## src/rtl/mul_share_arbiter.sv

```systemverilog
// Shares one pipelined unsigned AW x BW multiplier among NREQ requesters, with round-robin issue of at most one op per cycle.
// Latency: an op granted in cycle t shows rsp_valid[tag] from cycle t+MUL_LAT; aggregate throughput is one op per cycle.
// Backpressure: one op in flight per requester; a held response blocks only that requester, and the pipeline never stalls.
//
// Ports:
//   clk, reset            clock; synchronous active-high reset
//   req_valid/req_ready   per-requester issue handshake; req_ready is one-hot or zero
//   req_a, req_b          packed operands, requester i at [i*AW +: AW] / [i*BW +: BW]
//   rsp_valid/rsp_ready   per-requester result handshake
//   rsp_data              packed products, requester i at [i*(AW+BW) +: AW+BW]
//   busy                  any requester has an op pending
//
// Build option: define MULARB_PRIO_EN to give requester 0 fixed priority over the round-robin.
module mul_share_arbiter #(
   parameter int NREQ    = 4,
   parameter int AW      = 6,
   parameter int BW      = 6,
   parameter int MUL_LAT = 2
) (
   input  logic                     clk,
   input  logic                     reset,
   input  logic [NREQ-1:0]          req_valid,
   output logic [NREQ-1:0]          req_ready,
   input  logic [NREQ*AW-1:0]       req_a,
   input  logic [NREQ*BW-1:0]       req_b,
   output logic [NREQ-1:0]          rsp_valid,
   input  logic [NREQ-1:0]          rsp_ready,
   output logic [NREQ*(AW+BW)-1:0]  rsp_data,
   output logic                     busy
);

   localparam int PW  = (NREQ > 1) ? $clog2(NREQ) : 1;
   localparam int PRW = AW + BW;

   logic [NREQ-1:0]      pend_q, pend_d;
   logic [PW-1:0]        ptr_q, ptr_d;
   logic [NREQ-1:0]      rsp_valid_q, rsp_valid_d;
   logic [NREQ-1:0]      rsp_hs_q, rsp_hs_d;
   logic [NREQ*PRW-1:0]  rsp_data_q, rsp_data_d;

   logic [NREQ-1:0]      elig;
   logic [NREQ-1:0]      elig_rr;
   logic [PW-1:0]        srch_idx;
   logic                 grant_vld;
   logic [PW-1:0]        grant_idx;
   logic [AW-1:0]        op_a;
   logic [BW-1:0]        op_b;
   logic [PRW-1:0]       prod;

   logic                 exit_vld;
   logic [PW-1:0]        exit_tag;
   logic [PRW-1:0]       exit_prod;

   assign elig = req_valid & ~pend_q;

   // Grant search starts at ptr and wraps; the first eligible requester wins.
   always_comb begin
      elig_rr   = elig;
      srch_idx  = '0;
      grant_vld = 1'b0;
      grant_idx = '0;
      ptr_d     = ptr_q;
`ifdef MULARB_PRIO_EN
      // Requester 0 is served outside the rotation, so the rotation never lands on it.
      elig_rr[0] = 1'b0;
`endif
      for (int k = 0; k < NREQ; k++) begin
         srch_idx = PW'((int'(ptr_q) + k) % NREQ);
         if (!grant_vld && elig_rr[srch_idx]) begin
            grant_vld = 1'b1;
            grant_idx = srch_idx;
         end
      end
      if (grant_vld) begin
         ptr_d = PW'((int'(grant_idx) + 1) % NREQ);
      end
`ifdef MULARB_PRIO_EN
      if (grant_vld && ptr_d == '0) begin
         ptr_d = PW'(1);
      end
      if (elig[0]) begin
         grant_vld = 1'b1;
         grant_idx = '0;
         ptr_d     = ptr_q;
      end
`endif
   end

   always_comb begin
      req_ready = '0;
      if (grant_vld) begin
         req_ready[grant_idx] = 1'b1;
      end
   end

   // Operand mux for the granted requester; the product is formed here and captured by the first stage.
   always_comb begin
      op_a = '0;
      op_b = '0;
      for (int i = 0; i < NREQ; i++) begin
         if (grant_idx == PW'(i)) begin
            op_a = req_a[i*AW +: AW];
            op_b = req_b[i*BW +: BW];
         end
      end
      prod = PRW'(op_a) * PRW'(op_b);
   end

   // The response slot is the last of the MUL_LAT stages, so only MUL_LAT-1 intermediate registers exist.
   generate
      if (MUL_LAT == 1) begin : g_direct
         assign exit_vld  = grant_vld;
         assign exit_tag  = grant_idx;
         assign exit_prod = prod;
      end else begin : g_pipe
         localparam int NS = MUL_LAT - 1;
         logic [NS-1:0]  stg_vld_q, stg_vld_d;
         logic [PW-1:0]  stg_tag_q  [NS];
         logic [PW-1:0]  stg_tag_d  [NS];
         logic [PRW-1:0] stg_prod_q [NS];
         logic [PRW-1:0] stg_prod_d [NS];

         always_comb begin
            stg_vld_d     = '0;
            stg_vld_d[0]  = grant_vld;
            stg_tag_d[0]  = grant_idx;
            stg_prod_d[0] = prod;
            for (int s = 1; s < NS; s++) begin
               stg_vld_d[s]  = stg_vld_q[s-1];
               stg_tag_d[s]  = stg_tag_q[s-1];
               stg_prod_d[s] = stg_prod_q[s-1];
            end
         end

         always_ff @(posedge clk) begin
            if (reset) begin
               stg_vld_q <= '0;
               for (int s = 0; s < NS; s++) begin
                  stg_tag_q[s]  <= '0;
                  stg_prod_q[s] <= '0;
               end
            end else begin
               stg_vld_q <= stg_vld_d;
               for (int s = 0; s < NS; s++) begin
                  stg_tag_q[s]  <= stg_tag_d[s];
                  stg_prod_q[s] <= stg_prod_d[s];
               end
            end
         end

         assign exit_vld  = stg_vld_q[NS-1];
         assign exit_tag  = stg_tag_q[NS-1];
         assign exit_prod = stg_prod_q[NS-1];
      end
   endgenerate

   // Response slots and pend flags. pend drops one cycle after the handshake (via rsp_hs_q),
   // so a requester's next grant comes two cycles after it raises rsp_ready.
   always_comb begin
      rsp_valid_d = rsp_valid_q & ~rsp_ready;
      rsp_data_d  = rsp_data_q;
      rsp_hs_d    = rsp_valid_q & rsp_ready;
      pend_d      = pend_q & ~rsp_hs_q;
      if (grant_vld) begin
         pend_d[grant_idx] = 1'b1;
      end
      // A slot receiving a result is always empty: its requester was pending, so no new op could issue.
      for (int i = 0; i < NREQ; i++) begin
         if (exit_vld && exit_tag == PW'(i)) begin
            rsp_valid_d[i]              = 1'b1;
            rsp_data_d[i*PRW +: PRW]    = exit_prod;
         end
      end
   end

   always_ff @(posedge clk) begin
      if (reset) begin
         pend_q      <= '0;
         ptr_q       <= '0;
         rsp_valid_q <= '0;
         rsp_hs_q    <= '0;
         rsp_data_q  <= '0;
      end else begin
         pend_q      <= pend_d;
         ptr_q       <= ptr_d;
         rsp_valid_q <= rsp_valid_d;
         rsp_hs_q    <= rsp_hs_d;
         rsp_data_q  <= rsp_data_d;
      end
   end

   assign rsp_valid = rsp_valid_q;
   assign rsp_data  = rsp_data_q;
   assign busy      = |pend_q;

endmodule

```

## config.mk

```make
export PLATFORM = sky130hd
export DESIGN_NAME = mul_share_arbiter
export DESIGN_NICKNAME = d
export VERILOG_FILES = /design/src/rtl/mul_share_arbiter.sv
export SDC_FILE = /design/constraint.sdc
export NUM_CORES = 1
export LEC_CHECK = 0
export CAP_MARGIN = 20
export CORE_MARGIN = 4
export CORE_UTILIZATION = 35
export DETAILED_ROUTE_END_ITERATION = 8
export HOLD_SLACK_MARGIN = 0.05
export SLEW_MARGIN = 20
export SYNTH_ARGS = -nofsm -noshare
export SYNTH_HDL_FRONTEND = slang
export SYNTH_SLANG_ARGS = --single-unit
```

## constraint.sdc

```tcl
create_clock -name clk -period 5.6 [get_ports clk]
set_clock_uncertainty 0.1 [all_clocks]
set_input_delay 1.12 -clock clk [delete_from_list [all_inputs] [get_ports clk]]
set_output_delay 1.12 -clock clk [all_outputs]
set_load 0.01 [all_outputs]
```

Word level (Yosys, flattened, before mapping)
Memories as Yosys holds them, arrays and structs flattened.
Index checks and enable logic that the tools add are counted.
- register bits after elaboration: 63
- bits in writable memories: 14
- output and inout port bits: 57
- logic and storage cells: 91
- memories: 2
- memory list (memory ; words ; bits a word ; rd ports ; clocked after memory_dff ; wr ports ; line ; RTL):
    g_pipe.stg_prod_q ; 1 ; 12 ; 1 ; 0 ; 1 ; 120 ; logic [PRW-1:0] stg_prod_q [NS];
    g_pipe.stg_tag_q ; 1 ; 2 ; 1 ; 0 ; 1 ; 118 ; logic [PW-1:0] stg_tag_q [NS];
- $add $sub $neg: 4
- $mul: 1
- magnitude comparators: 6
- equal/unequal tests: 6
- multiplexer cells: 39
- bitwise gates (word level): 8
- reduce and logical (&&, ||, !) cells: 16
- operators with widths (operator ; number):
    6-bit 2-to-1 mux ; 8
    1-bit 2-to-1 mux ; 18
    4-bit AND ; 4
    2-bit by 3-bit < comparator with 1-bit output, second input constant ; 5
    6-bit by 6-bit multiplier with 12-bit output ; 1
    12-bit 2-to-1 mux ; 1
    4-bit inverter ; 3
    12-bit OR reduction ; 1
    2-bit 2-to-1 mux ; 5
    1-bit binary-select mux with 2-bit select ; 4
    2-bit equality test, second input constant ; 4
    1-bit logical AND ; 8
    4-bit 2-to-1 mux ; 2
    2-bit by 1-bit adder with 2-bit output, second input constant ; 2
    2-bit adder, second input constant ; 2
    2-bit by 1-bit equality test with 1-bit output, second input constant ; 2
    2-bit zero test ; 2
    4-bit bitwise OR ; 1
    4-bit OR reduction ; 1
    1-bit zero test ; 3
    1-bit demux with 2-bit select ; 1
    2-bit by 1-bit >= comparator with 1-bit output, second input constant ; 1
    2-bit OR reduction ; 1

Longest topological paths before layout
Gate-level depths: netlist of run 1.
- word-level depth: 21
- mapped depth: 22

Worst setup path after synthesis of run 1
No wires, ideal clock.
- path type: input -> register
- from: input port req_valid[1]
- to: memory g_pipe.stg_prod_q[0][9] (netlist name)
- library setup time: 0.062 ns
- arrival time: 5.736 ns
- data required time: 5.438 ns
- slack: -0.298 ns
- stages: 19
- path buffers: 2
- path through: nor2b_1 > o21ai_0 > a31oi_1 > or2_2 > ha_1 > buf_2 > clkbuf_2 > o21ai_0 > a22oi_1 > or2_2 > fa_1 > fa_1 > fa_1 > inv_1 > ha_1 > nor2b_4 > o31a_1 > or4_1 > nand3_1
- cells in the longest elaborated chain, start to end: 20
- elaborated cells between the ends (all ways): 36
- RTL lines (element ; line ; RTL):
    from (decl) ; 22 ; input logic [NREQ-1:0] req_valid,
    4-bit AND (*) ; 54 ; assign elig = req_valid & ~pend_q;
    1-bit binary-select mux with 2-bit select ; 69 ; if (!grant_vld && elig_rr[srch_idx]) begin
    1-bit 2-to-1 mux (implied by the code) ; 69 ;
    1-bit 2-to-1 mux ; 69 ;
    1-bit zero test ; 69 ;
    1-bit logical AND ; 69 ;
    1-bit 2-to-1 mux ; 69 ;
    1-bit zero test ; 69 ;
    1-bit logical AND ; 69 ;
    1-bit 2-to-1 mux ; 69 ;
    1-bit zero test ; 69 ;
    1-bit logical AND ; 69 ;
    2-bit 2-to-1 mux (*) ; 69 ;
    2-bit zero test ; 101 ; if (grant_idx == PW'(i)) begin
    6-bit 2-to-1 mux (4 in a row) ; 101 ;
    6-bit by 6-bit multiplier with 12-bit output (*) ; 106 ; prod = PRW'(op_a) * PRW'(op_b);
    12-bit 2-to-1 mux (no source line) (*) ; n/a ;
    to (decl) ; 120 ;
Mark *: on every way between the ends. The rest lies on a longest branch, timed or not. The select of a mux whose other input is x is not followed.

Final worst setup path of run 1
- from: input port req_valid[0]
- to: memory g_pipe.stg_prod_q[0][11] (netlist name)
The elaborated chain is that of the path after synthesis.

==> metrics.txt, run 1 <==
wire per inst=14.7 um; placed inst area=0.00598 mm2; Most common cell on crit path=fa_1; outcome=finished, final reports clean; fin. max-slew vios=0; crit-path cells=buf_6, and3b_1, o21ai_2, a31oi_2, or2_4, ha_4, buf_12, buf_12, o21ai_4, a22oi_2, buf_4, or2_4, fa_1, inv_2, fa_1, fa_1, ha_2, or3_4, nand2b_4, o2bb2ai_4, mux2_4; Post-Syn Area=0.00422 mm2; max incr delay on CP=around 0.52 ns; min Tclk post-route=5.54 ns; Power Dens Cells=767 mW/mm2; count leader, synth=nand2_1; Layout Nets=797; r2r startpoint=ptr_q[1]; Core Region=roughly 0.012 mm2; area delta synth->final=62.4%; Slew @ Worst Pin=about 0.77 ns; mean post-synth cell area=7.94 um2; largest cells by area after synthesis=dfxtp_1 37%, nand2_1 10%, a21oi_1 9.5%; Setup crit end=g_pipe.stg_prod_q[0][11]; number of global-route vias before repair=roughly 4400; top cells by count, synth=113 x nand2_1, 80 x a21oi_1, 77 x dfxtp_1, 46 x nor2_1, 32 x inv_1; final hold viol count=0; Top Ports=roughly 120; Max rail drop VDD=0.533 mV; Top FF cell, synth=dfxtp_1; Detailed Route WL=12500 um; DRC=0; via count=4253; first drt pass iteration count=5; die width=118 um; Via density=5.03; Worst path slowest cell=fa_1; share of layout cells above drive strength 1=26.7%; Syn Nets=630; Row Count=39; hold_ws=0.355 ns; Die ar.=approximately 0.014 mm2; FF-to-FF End=g_pipe.stg_prod_q[0][11]; GRT met3 Usage=between 4 and 5%; slew margin rel.=between 40% and 50%; met1 global-route usage=22.9%; Inst Count DP=807; worst setup margin=a little over 0.06 ns; cells after synthesis=531; fraction of registers with async set/reset=0%; GR peak layer=met2; CTS tree=yes; Post-CTS Hold Fix Bufs=0; first-pass GRT wire length=roughly 21000 um; post-route cell area=0.00685 mm2; register bit total from synthesis=77; worst setup path category=input port to register; CTS max path bufs=2; Worst-Skew Late Latency=0.33 ns; worst path required time=around 5.7 ns; number of flops mapped to enable cells by yosys=0; DRT iter0 DRCs=247; Synth cell types=45; largest net degree at the start of global routing=60; r2r setup slk=around 0.52 ns; met2 GRT Util=31.6%; RSZ-0062 raised after global routing=yes; number of CTS-inserted buffers=9; PortBufs=114; Yosys warnings=0; HPWL after DPL=8980 um; total gr overflow=0; root buf cell=clkbuf_16; Layout Cells excl Fill=846; CP arrival=5.66 ns; Util after Layout=58.9%; Fmax=181 MHz; initial antenna violation count=0; initial cell density of the core=36.3%; Tcrit/Tclk final=98.9%; CP Launch Type=input port; gr usage total=18.3%; Yosys top cell area share=approximately 37%; register area share after synthesis=between 30% and 40%; CP Capture Type=register; # clock sinks=77; antenna cells=0; clk slew on worst S/H paths=0.06 ns; Die H=118 um; Worst Setup SP=req_valid[0]; HP Class=register to register; Place WS=-0.869 ns; Max Cap Viol=0; Yosys top cell by area=dfxtp_1; leakage power figure=approximately 2.7 nW; crit path max fanout=6; final setup fails=0; R2R cell count=20; Placer Congestion=0.823; ANT nets after route=0; H-tree Lvls=3
-- registers in the layout, indices dropped and copies added (netlist names) --
name               cells
pend_q                 4
rsp_valid              4
exit_vld               1
ptr_q                  2
g_pipe.stg_tag_q       2
rsp_data              48
rsp_hs_q               4
g_pipe.stg_prod_q     12
-- worst min-delay path by stage --
stage	startpoint	to	cells past startpoint
final	rsp_data[24]	rsp_data[24]	2
after global routing	rsp_data[16]	rsp_data[16]	2
after CTS	rsp_data[24]	rsp_data[24]	2
after detailed placement	rsp_valid[0]	rsp_hs_q[0]	2
after global placement	rsp_valid[0]	rsp_hs_q[0]	2
after floorplan	g_pipe.stg_prod_q[0][0]	rsp_data[0]	2
-- layout make-up --
cell class | count | area, um2
clock buffers | 10 | 229
fillers | 1003 | 4770
well taps | 143 | 179
multi-input cells | 394 | 2890
inverters | 32 | 120
clock inverters | 6 | 93.8
flip-flops and latches | 77 | 1540
repair buffers | 184 | 1790
-- critical path: cells and delay by family --
family | cells | cell delay (ns)
AND/OR/NAND/NOR | 5 | 1.22
multiplexers | 1 | 0.30
buffers and inverters | 5 | 0.54
adder cells (fa/ha/maj) | 5 | 1.84
AO/OA/AOI/OAI | 5 | 0.64
-- per-layer routing --
layer / wire length, um / vias to the layer above
met2: 6170 / 115
met4: 181 / 0
met5: 0 / -
li1: - / 2097
met1: 5420 / 2026
met3: 704 / 15
-- placed cells by master (no fill, tap or decap), drive strengths merged, types with 12 or more instances in the layout --
cell	instances
o21ai	17
or2	14
ha	24
nand2	113
a21oi	80
a22oi	12
nor2	46
dfxtp	77
nor2b	12
buf	72
inv	34
clkdlybuf4s50	109
fa	17
-- per-stage QoR --
stage,power (mW),setup TNS (ns)
global route,5.74,-0.127
detailed placement,3.99,-4.98
floorplan,2.88,-0.00649
finish,5.25,0
global placement,3.94,-4.12
CTS,5.09,0
-- power breakdown --
group | switching [mW] | total [mW] | internal, mW
Sequential | 0.0806 | 0.717 | 0.636
Combinational | 1.81 | 3.92 | 2.11
Clock | 0.223 | 0.617 | 0.394
-- logic make-up after synthesis --
family,synth area share (%)
buf+inv,6.14
flops,36.6
fa+ha+maj,15.2
simple gates,24.5
mux,0.772
compound gates,16.8
-- timing repair --
action | in CTS | in global routing
setup endpoints to repair | 7 | 5
cloned | 4 | 0
pin swaps | 44 | 27
buffers inserted | 15 | 5
resized for setup | 62 | 20
Power figures use the tool's default switching activity.
==> run 2, diff against run 1 <==
--- a/config.mk
+++ b/config.mk
@@ -5,6 +5,7 @@
 export SDC_FILE = /design/constraint.sdc
 export NUM_CORES = 1
 export LEC_CHECK = 0
+export ABC_AREA = 0
 export CAP_MARGIN = 20
 export CORE_MARGIN = 4
 export CORE_UTILIZATION = 35
==> constraint.sdc (replaced) <==
create_clock -name clk -period 5 [get_ports clk]
set_clock_uncertainty 0.1 [all_clocks]
set_input_delay 1 -clock clk [delete_from_list [all_inputs] [get_ports clk]]
set_output_delay 1 -clock clk [all_outputs]
set_load 0.01 [all_outputs]
==> run 2 against run 1 <==
Effect of this change: the run now ends with negative setup slack left; via count is essentially flat; total power rose by 26%; cell area up 3.8%; hold slack got worse by 0.0028 ns; sequential power is 12% higher; non-clock buffer count grew 21; clock-buffer cell count rose by 1; combinational power is 30% higher; core utilization grew 2.2 points; flip-flop and latch count did not move; worst setup slack got worse by 0.52 ns; critical path type unchanged.
==> metrics.txt, run 2 (synthesized netlist as in run 1, its figures left out) <==
worst path required time=5.14 ns (-0.58 ns); GR peak layer=met2; worst setup path category=input port to register; failing checks=negative setup slack; crit path max fanout=7 (+1); buffers and inverters on the worst path=5 (unchanged); final hold viol count=0 (unchanged); fin. max-slew vios=0 (unchanged); total gr overflow=0 (unchanged); leakage power figure=2.81 nW (+4.8%); first-pass GRT wire length=21300 um (+0.95%); die width=118 um (unchanged); met1 global-route usage=22.6% (-0.35 points); ANT nets after route=0 (unchanged); initial antenna violation count=0 (unchanged); worst setup margin=-0.463 ns (-0.524 ns); CP Launch Type=input port; area delta synth->final=68.5%; Core Region=0.0116 mm2 (unchanged); GRT met3 Usage=4.52% (+0.48 points); Hold Path Cell Cnt=2 (unchanged); DRC=0 (unchanged); via count=4250 (-0.071%); Top Ports=115 (unchanged); H-tree Lvls=3 (unchanged); first drt pass iteration count=4 (-1); WP depth=22 (+4.8%); root buf cell=clkbuf_16; largest net degree at the start of global routing=86 (+43%); Slew @ Worst Pin=0.860 ns (+0.0861 ns); fillers=1006 (+0.30%); RSZ-0062 raised after global routing=yes; Detailed Route WL=12800 um (+2.5%); outcome=finished, violations left; kind of cell adding the most delay to the critical path=adder cells; met2 GRT Util=31.6% (unchanged); share of layout cells above drive strength 1=30.7% (+3.9 points); DRT iter0 DRCs=186 (-25%); Layout Nets=818 (+2.6%); Die ar.=0.0139 mm2 (unchanged); Max Cap Viol=0 (unchanged); CTS max path bufs=2 (unchanged); number of global-route vias before repair=4393 (+0.43%); Power Dens Cells=933 mW/mm2 (+22%); Row Count=39 (unchanged); Fmax=183 MHz; max incr delay on CP=0.53 ns (about the same); PortBufs=114 (unchanged); Max rail drop VDD=0.795 mV (+49%); Placer Congestion=0.850 (+3.3%); clk slew on worst S/H paths=0.06 ns (about the same); commonest non-fill, non-tap cells in the layout=113 x nand2_1, 109 x clkdlybuf4s50_1, 77 x dfxtp_1; Via density=4.90 (-2.5%); slew margin rel.=42.7% (-5.5 points); R2R cell count=21 (+5.0%); Inst Count DP=817 (+1.2%); Final TNS setup=-2.21 ns (-2.21 ns); wire per inst=14.7 um (about the same); Die H=118 um (unchanged); Layout Cells excl Fill=867 (+2.5%); CP arrival=5.61 ns (-0.05 ns); HPWL after DPL=9010 um (+0.35%); crit-path cells=buf_6, and3b_1, o21ai_2, a31oi_4, or2_4, buf_6, ha_4, buf_8, a21oi_2, o21ai_2, a22oi_2, or2_4, fa_1, fa_1, fa_1, inv_2, ha_4, buf_4, o21ai_4, nor2_2, or4_1, o211ai_1; number of flip-flops in the largest register=48 (unchanged); CTS tree=yes; min Tclk post-route=between 5 and 6 ns; Worst path slowest cell=fa_1; Worst-Skew Late Latency=0.33 ns (about the same); gr usage total=18.4% (+0.15 points); Tcrit/Tclk final=109%; # clock sinks=77 (unchanged); CP Capture Type=register; number of CTS-inserted buffers=9 (unchanged); Most common cell on crit path=fa_1; HP Class=register to register; final setup fails=7 (+7); antenna cells=0 (unchanged); leading cell type in the layout, fill and taps excluded=nand2_1; initial cell density of the core=36.3% (unchanged)
run 2: cell types whose count changed in the layout (fill, tap and decap cells not counted), moves of 3 or more:
| cell | before | now |
|---|---|---|
| a21oi_1 | 63 | 60 |
| a21oi_2 | 12 | 18 |
| a21oi_4 | 5 | 2 |
| buf_12 | 5 | 1 |
| buf_4 | 59 | 76 |
| buf_6 | 4 | 10 |
| ha_4 | 8 | 11 |
run 2: area by class of cell:
type	instances	area (um2)	area share [%]
timing repair buffer	205	1930	27.2
clock buffer	11	243	3.42
inverter	32	120	1.69
sequential	77	1540	21.7
clock inverter	5	106	1.50
multi-input combinational	394	2980	42.0
tap	143	179	2.52
run 2: routing by layer:
metal  share of wire (%)  vias up  wire, um
li1                    -     2135         -
met1                  43     2000      5520
met2                  51      101      6480
met3                 5.0       14       633
met4                 1.1        0       146
met5                   0        -         0
run 2: per-stage QoR:
| step | worst slack [ns] | total power, mW | utilization, % | hold WS, ns | area, um2 |
|---|---|---|---|---|---|
| after floorplan | -0.385 | 3.30 | - | 0.359 | 4510 |
| final | -0.463 | 6.63 | 61.2 | 0.352 | 7100 |
| after global routing | -0.620 | 7.26 | 61.2 | 0.374 | 7100 |
| after detailed placement | -1.24 | 4.47 | 52.3 | 0.343 | 6080 |
| after CTS | -0.477 | 6.07 | 59.8 | 0.353 | 6940 |
| after global placement | -1.17 | 4.43 | 52.3 | 0.346 | 6080 |
run 2: repair_timing:
action	in CTS	in global routing
hold buffers	0	0
pin swaps	47	20
cloned	2	1
endpoints found under the setup margin	8	8
setup buffers	29	6
resized for setup	68	28
hold endpoints to repair	0	0
run 2: worst min-delay path: stages (launching register included):
cell	delay (ns)
dfxtp_1	0.32
nand2_1	0.06
nor2_1	0.03
run 2: report_power, final:
part           switching (mW)  internal (mW)  total, mW
clock network           0.243          0.503      0.746
registers              0.0892          0.713      0.802
logic                    2.31           2.77       5.08
total                    2.64           3.99       6.63
run 2: worst paths after layout:
kind	startpoint	end	slack, ns
max reg2reg	pend_q[0]	g_pipe.stg_prod_q[0][8]	-0.10
max	req_valid[0]	g_pipe.stg_prod_q[0][8]	-0.46
min reg2reg	rsp_valid[0]	rsp_hs_q[0]	0.35
min	rsp_valid[0]	rsp_hs_q[0]	0.35
